File: config.mk
export PLATFORM = sky130hd
export DESIGN_NAME = range_sample_framer
export DESIGN_NICKNAME = d
export VERILOG_FILES = /design/src/rtl/range_pkg.sv /design/src/rtl/sipo_shifter.sv /design/src/rtl/range_sample_framer.sv
export SDC_FILE = /design/constraint.sdc
export NUM_CORES = 1
export LEC_CHECK = 0
export ABC_AREA = 0
export BUFFER_PORTS_ARGS = -buffer_cell sky130_fd_sc_hd__buf_2
export CORE_ASPECT_RATIO = 1.75
export CORE_MARGIN = 1.5
export CORE_UTILIZATION = 55
export CTS_CLUSTER_SIZE = 16
export DETAILED_ROUTE_END_ITERATION = 10
export PLACE_DENSITY = 0.81
export SYNTH_ARGS = -nofsm -noshare
export SYNTH_HDL_FRONTEND = slang
export SYNTH_SLANG_ARGS = --single-unit
File: constraint.sdc
create_clock -name clock -period 1.8 [get_ports clock]
set_clock_uncertainty 0.05 [all_clocks]
set_input_delay 0.18 -clock clock [delete_from_list [all_inputs] [get_ports clock]]
set_output_delay 0.18 -clock clock [all_outputs]
set_load 0.03 [all_outputs]
File: src/rtl/range_pkg.sv
// range_pkg: shared types and widths for the range-finder front end
package range_pkg;
  typedef enum logic [1:0] {IDLE, WAIT_FIRST, STREAM, DONE} framer_state_t;
  localparam int SAMPLE_W = 10;
endpackage

File: src/rtl/sipo_shifter.sv
// sipo_shifter: serial-to-parallel shifter with word-boundary bit counter
module sipo_shifter #(
  parameter int W = 10,
  parameter bit MSB_FIRST = 1
) (
  input  logic         clock,
  input  logic         reset,
  input  logic         shift_en,
  input  logic         clr,
  input  logic         din,
  output logic [W-1:0] q,
  output logic         word_done,
  output logic         partial
);
  localparam int CW = $clog2(W);
  logic [W-1:0] sh;
  logic [CW-1:0] cnt;
  assign q = MSB_FIRST ? {sh[W-2:0], din} : {din, sh[W-1:1]};
  assign word_done = shift_en && cnt == CW'(W - 1);
  assign partial = cnt != '0;
  // shift in accepted bits; counter wraps on word completion, clear drops partial bits
  always_ff @(posedge clock or posedge reset)
    if (reset) begin
      sh <= '0;
      cnt <= '0;
    end else if (clr) begin
      sh <= '0;
      cnt <= '0;
    end else if (shift_en) begin
      sh <= q;
      cnt <= word_done ? '0 : cnt + 1'b1;
    end
endmodule

File: src/rtl/range_sample_framer.sv
// range_sample_framer: deframes serial samples into words with go/finish strobes
module range_sample_framer
  import range_pkg::*;
#(
  parameter int W = SAMPLE_W,
  parameter bit MSB_FIRST = 1
) (
  input  logic         clock,
  input  logic         reset,
  input  logic         ser_data,
  input  logic         ser_valid,
  input  logic         frame,
  output logic [W-1:0] data_out,
  output logic         go,
  output logic         finish,
  output logic         frame_error,
  output logic         busy
);
  framer_state_t state, state_n;
  logic [W-1:0] word;
  logic word_done, partial, go_n, fin_n, err_n;
  sipo_shifter #(.W(W), .MSB_FIRST(MSB_FIRST)) u_sipo (
    .clock(clock),
    .reset(reset),
    .shift_en(ser_valid & frame),
    .clr(~frame),
    .din(ser_data),
    .q(word),
    .word_done(word_done),
    .partial(partial)
  );
  assign busy = state != IDLE;
  // burst sequencing and strobe decisions
  always_comb begin
    state_n = state;
    go_n = 1'b0;
    fin_n = 1'b0;
    err_n = 1'b0;
    case (state)
      IDLE: state_n = frame ? WAIT_FIRST : IDLE;
      WAIT_FIRST:
        if (!frame) begin
          state_n = IDLE;
          err_n = 1'b1;
        end else if (word_done) begin
          state_n = STREAM;
          go_n = 1'b1;
        end
      STREAM:
        if (!frame) begin
          state_n = DONE;
          fin_n = 1'b1;
          err_n = partial;
        end
      DONE: state_n = frame ? WAIT_FIRST : IDLE;
      default: state_n = IDLE;
    endcase
  end
  // state register
  always_ff @(posedge clock or posedge reset)
    if (reset) state <= IDLE;
    else state <= state_n;
  // output word and registered strobes
  always_ff @(posedge clock or posedge reset)
    if (reset) begin
      data_out <= '0;
      go <= 1'b0;
      finish <= 1'b0;
      frame_error <= 1'b0;
    end else begin
      if (word_done) data_out <= word;
      go <= go_n;
      finish <= fin_n;
      frame_error <= err_n;
    end
endmodule

# After elaboration in Yosys (flattened, before gate mapping)
# Index checks and enable logic that the tools add are counted.
dict set report totals {
  regBits 28
  latch_bits 0
  ram_bits 0
  rom_bits 0
  inputBits 5
  out_inout_bits 14
  wordCells 39
  mem_count 0
}
dict set report op_classes {
  addsub 1
  multipliers 0
  n_div 0
  magnitude_cmp 0
  eq_ne 7
  n_shift 0
  muxes 17
  bitwise 1
  n_reduce_logical 6
}
# operator count
set op_table {}
lappend op_table {{9-bit 2-to-1 mux} 2}
lappend op_table {{4-bit 2-to-1 mux} 3}
lappend op_table {{1-bit 2-to-1 mux} 7}
lappend op_table {{2-bit 2-to-1 mux} 3}
lappend op_table {{2-bit case mux with 3 select lines} 1}
lappend op_table {{4-bit by 1-bit adder with 4-bit output, second input constant} 1}
lappend op_table {{2-bit equality test, second input constant} 2}
lappend op_table {{4-bit equality test, second input constant} 1}
lappend op_table {{4-bit nonzero test} 1}
lappend op_table {{3-bit by 2-bit inequality test with 1-bit output, second input constant} 1}
lappend op_table {{2-bit by 1-bit equality test with 1-bit output, second input constant} 1}
lappend op_table {{2-bit logical NOT} 1}
lappend op_table {{2-bit by 1-bit inequality test with 1-bit output, second input constant} 1}
lappend op_table {{2-bit inequality test, second input constant} 1}
lappend op_table {{1-bit case mux with 2 select lines} 1}
lappend op_table {{2-bit AND reduction} 1}
lappend op_table {{2-bit nonzero test} 1}
lappend op_table {{2-bit OR reduction} 1}
lappend op_table {{1-bit AND} 1}
lappend op_table {{1-bit logical AND} 1}

# Depth between registers and ports, before layout
dict set report logic_depth {
  depth_word 5
  ltp_mapped 6
  mapped_depth_nobuf 5
}

# Hierarchy
# A second synthesis with hierarchy kept.
dict set report hier_totals {
  cells_unflattened 106
  area_unflattened_um2 1351.3
}
# module instances cells_each area_each_um2 seq_area_each_um2
set by_module_without_submodules {}
lappend by_module_without_submodules {range_sample_framer 1 48 713.2 375.4}
lappend by_module_without_submodules {sipo_shifter 1 58 638.1 325.3}

# Worst setup path after synthesis
# OpenSTA, ideal clock, no wires.
dict set report synth_path {
  path_kind {register -> register}
  from {register u_sipo.cnt[1]}
  to {register data_out[0]}
  setup_ns 0.125
  arrival_time_ns 1.456
  t_required_ns 1.625
  path_slack_ns 0.169
  path_stages_with_launch 7
  n_path_buf 1
  period_less_slack_ns 1.631
  cell_sequence {dfrtp_1 -> inv_1 -> ha_1 -> and3b_1 -> and3_4 -> buf_6 -> mux2_4}
}
dict set report synth_via {
  elab_chain_cells 2
}
# element line
set synth_rtl {}
lappend synth_rtl {{from (decl)} sipo_shifter.sv:17} ;# logic [CW-1:0] cnt;
lappend synth_rtl {{from (signal assigned)} sipo_shifter.sv:31} ;# cnt <= word_done ? '0 : cnt + 1'b1;
lappend synth_rtl {{4-bit equality test} sipo_shifter.sv:19} ;# assign word_done = shift_en && cnt == CW'(W - 1);
lappend synth_rtl {{1-bit logical AND} sipo_shifter.sv:19}
lappend synth_rtl {{to (signal assigned)} range_sample_framer.sv:71} ;# if (word_done) data_out <= word;
lappend synth_rtl {{to (decl)} range_sample_framer.sv:13} ;# output logic [W-1:0] data_out,
# Every way passes these cells.
# A chain may end at the register's enable or synchronous reset.

# Final worst setup path
dict set report layout_path {
  from {register u_sipo.cnt[1]}
  to {register data_out[6]}
}
# Same word-level chain as after synthesis.

==> flow_summary.toml <==
[cts]
cts_tree = "done"
clk_pin_slew_worst_paths_ns = 0.09
cts-root-buf = "clkbuf_8"
cts-htree-levels = 1
cts.sinks = 28
clkLatencyLatePin_ns = 0.28
cts_buffer_depth = 2
numCtsBuffers = 3

[hold_path]
holdPathStages = 2
holdCritStartpoint = "ser_data"
whs_endpoint = "data_out[0]"
hp-class = "primary input to register"

[route]
dr.pass1.iters = 4
wl_per_cell_um = 16.5
drt-total-wl_um = 2560
ant_nets = 0
drc_errors = 0
vias = 891
avgViaCountPerCell = 5.75
drt_first_iter_violations = 44

[global_route]
grt_use_total_pct = 22.6
grt_max_degree = 29
grt_pass1_vias = 896
grt_first_pass_wirelength_um = 4030
antenna_found_initial = 0
grt_overflow = 0

[pwr]
clkPwrFrac_pct = 33.0
combPwrFrac_pct = 20.6
p_switching_mw = 0.409
swShare_pct = 27.6
peakVddDrop_uv = 706
p_leak_nw = 0.796
p_int_mw = 1.07
powerDensity_nw_per_um2 = 978
p_seq_share_pct = 46.4

[timing]
rsz0062_at_grt = "no"
tns_ns = 0
finalCritPeriodShare_pct = 98.6
slew_violations = 0
hold_viol = 0
setup_viol = 0
max_freq_mhz = 564
worst-slew-pin-transition_ns = 0.494
fin_crit_ns = 1.77
max-slew-margin-rel_pct = 67.1

[synth]
synth_top_flop_cell = "dfrtp_1"
synth_seq_area_share_pct = 53.9
yosysWarnings = 0
netlist_area_um2 = 1300
netlist_instances = 107
async_reset_ff_share_pct = 100
ys_ff_latch = 28
avgSynthCellArea_um2 = 12.1
netlist-cell-type-count = 29
syn_nets = 118
synth-edff-count = 0

[die]
die_w_um = 39.8
num_rows = 23
fp.dieH_um = 67.3
num_io_pins = 19
core_um2 = 2270
initial_core_util_pct = 57.2
dieArea_um2 = 2680

[setup_path]
cp.required_ns = 1.91
slowest_stage = "dfrtp_1"
cp_num_buf_inv = 1
cpLargestDelayFamily = "simple AND/OR/NAND/NOR gates"
cp-end-kind = "register"
crit_chain = "inv_1 > ha_2 > and3b_2 > and3_4 > mux2_2"
critPathLaunchType = "register"
r2r_slack_ns = 0.03
cp_data_arrival_time_ns = 1.89
worst-setup-path-type = "register to register"
r2r_cells = 5
critical_path.reg2reg.endpoint = "data_out[6]"
critPathMaxStageDelay_ns = 0.42
reg2reg_from = "u_sipo.cnt[1]"
critPathMaxFanout = 6

[run_status]
status = "complete, no violations"

[cells_and_area]
syn_to_final_growth_pct = 16.6
multi_input_area_um2 = 559
drive_gt1_share_pct = 30.8
final_area_um2 = 1520
regArea_um2 = 701
nets = 142
diodes = 0
nFillCells = 176

[place]
io_buffers = 18
placed_area_um2 = 1410
dp_hpwl_um = 1660
gp_congestion = 0.845

[run]
maxCapViolations = 0
-- cells by family after synthesis --
kind of cell | Yosys count | share of synthesized area [%]
and+or+nand+nor | 29 | 11.9
DFF | 28 | 53.9
muxes | 19 | 17.9
AOI/OAI and AO/OA | 13 | 6.26
buffers and inverters | 12 | 4.23
adders and majority gates | 6 | 5.77
-- routing by layer --
metal / up-vias / global-route usage, % / share of wire [%]
met5: - / 0 / 0
met1: 443 / 24.7 / 37
met4: 0 / 9.05 / 2.2
met3: 6 / 3.95 / 3.7
met2: 25 / 40.6 / 57
li1: 417 / - / -
-- what timing repair did --
item	4_1_cts	5_1_grt
resized for setup	0	3
hold endpoints to repair	28	0
hold buffers	1	0
endpoints found under the setup margin	1	10
buffers inserted	0	1
gates cloned	1	0
-- area by class of cell --
class	count	area share, %
Sequential cell	28	46.2
Multi-Input combinational cell	68	36.9
Timing Repair Buffer	22	8.09
Clock buffer	3	2.73
Tap cell	25	2.06
Clock inverter	1	1.98
Inverter	8	1.98
-- how the worst max path moves through the flow --
stage | from | cells after the start | endpoint
after detailed placement | u_sipo.cnt[1] | 5 | data_out[6]
after global placement | u_sipo.cnt[1] | 5 | data_out[7]
final | u_sipo.cnt[1] | 5 | data_out[6]
after global routing | u_sipo.cnt[1] | 5 | data_out[6]
after CTS | u_sipo.cnt[1] | 5 | data_out[6]
after floorplan | u_sipo.cnt[1] | 6 | data_out[0]
-- synthesized netlist by cell type (2+ instances only) --
| cell type | count | area share, % |
|---|---|---|
| dfrtp_1 | 28 | 54 |
| nor2_1 | 12 | 3.5 |
| mux2i_1 | 9 | 6.9 |
| inv_1 | 8 | 2.3 |
| mux2_4 | 8 | 9.2 |
| ha_1 | 6 | 5.8 |
| a21oi_1 | 5 | 1.9 |
| nand2_1 | 3 | 0.87 |
| nand3_1 | 3 | 1.2 |
| o21ai_0 | 3 | 1.2 |
| buf_2 | 2 | 0.77 |
| mux2_2 | 2 | 1.7 |
| nand2b_1 | 2 | 0.96 |
-- metrics by stage --
step	setup slack [ns]	std cells	hold slack [ns]	power [mW]	utilization [%]
after floorplan	0.169	107	0.195	0.917	-
after global placement	0.113	148	0.199	0.975	62.1
after detailed placement	0.0279	148	0.209	0.990	62.1
after CTS	0.0281	154	0.111	1.49	66.0
after global routing	0.00194	155	0.110	1.56	66.6
final	0.0254	155	0.111	1.48	66.6
-- registers in the layout, indices dropped and copies added, names as in the netlist --
signal / count
data_out: 10
u_sipo.sh: 9
u_sipo.cnt: 4
state: 2
finish: 1
frame_error: 1
go: 1
-- power by group through the flow --
stage          Sequential, mW  Clock (mW)  Combinational [mW]
2_1_floorplan           0.709           0               0.208
3_3_place_gp            0.696           0               0.279
3_5_place_dp            0.699           0               0.291
4_1_cts                 0.688       0.493               0.307
5_1_grt                 0.692       0.523               0.348
6_report                0.687       0.489               0.305
-- cell usage in the layout (no fill, tap or decap), types with 5 or more instances in the layout --
| cell | count |
|---|---|
| a21oi_1 | 5 |
| buf_2 | 18 |
| dfrtp_1 | 28 |
| ha_1 | 5 |
| inv_1 | 8 |
| mux2_4 | 8 |
| mux2i_1 | 9 |
| nor2_1 | 12 |
Note: power is estimated with default switching activity, not from simulation.
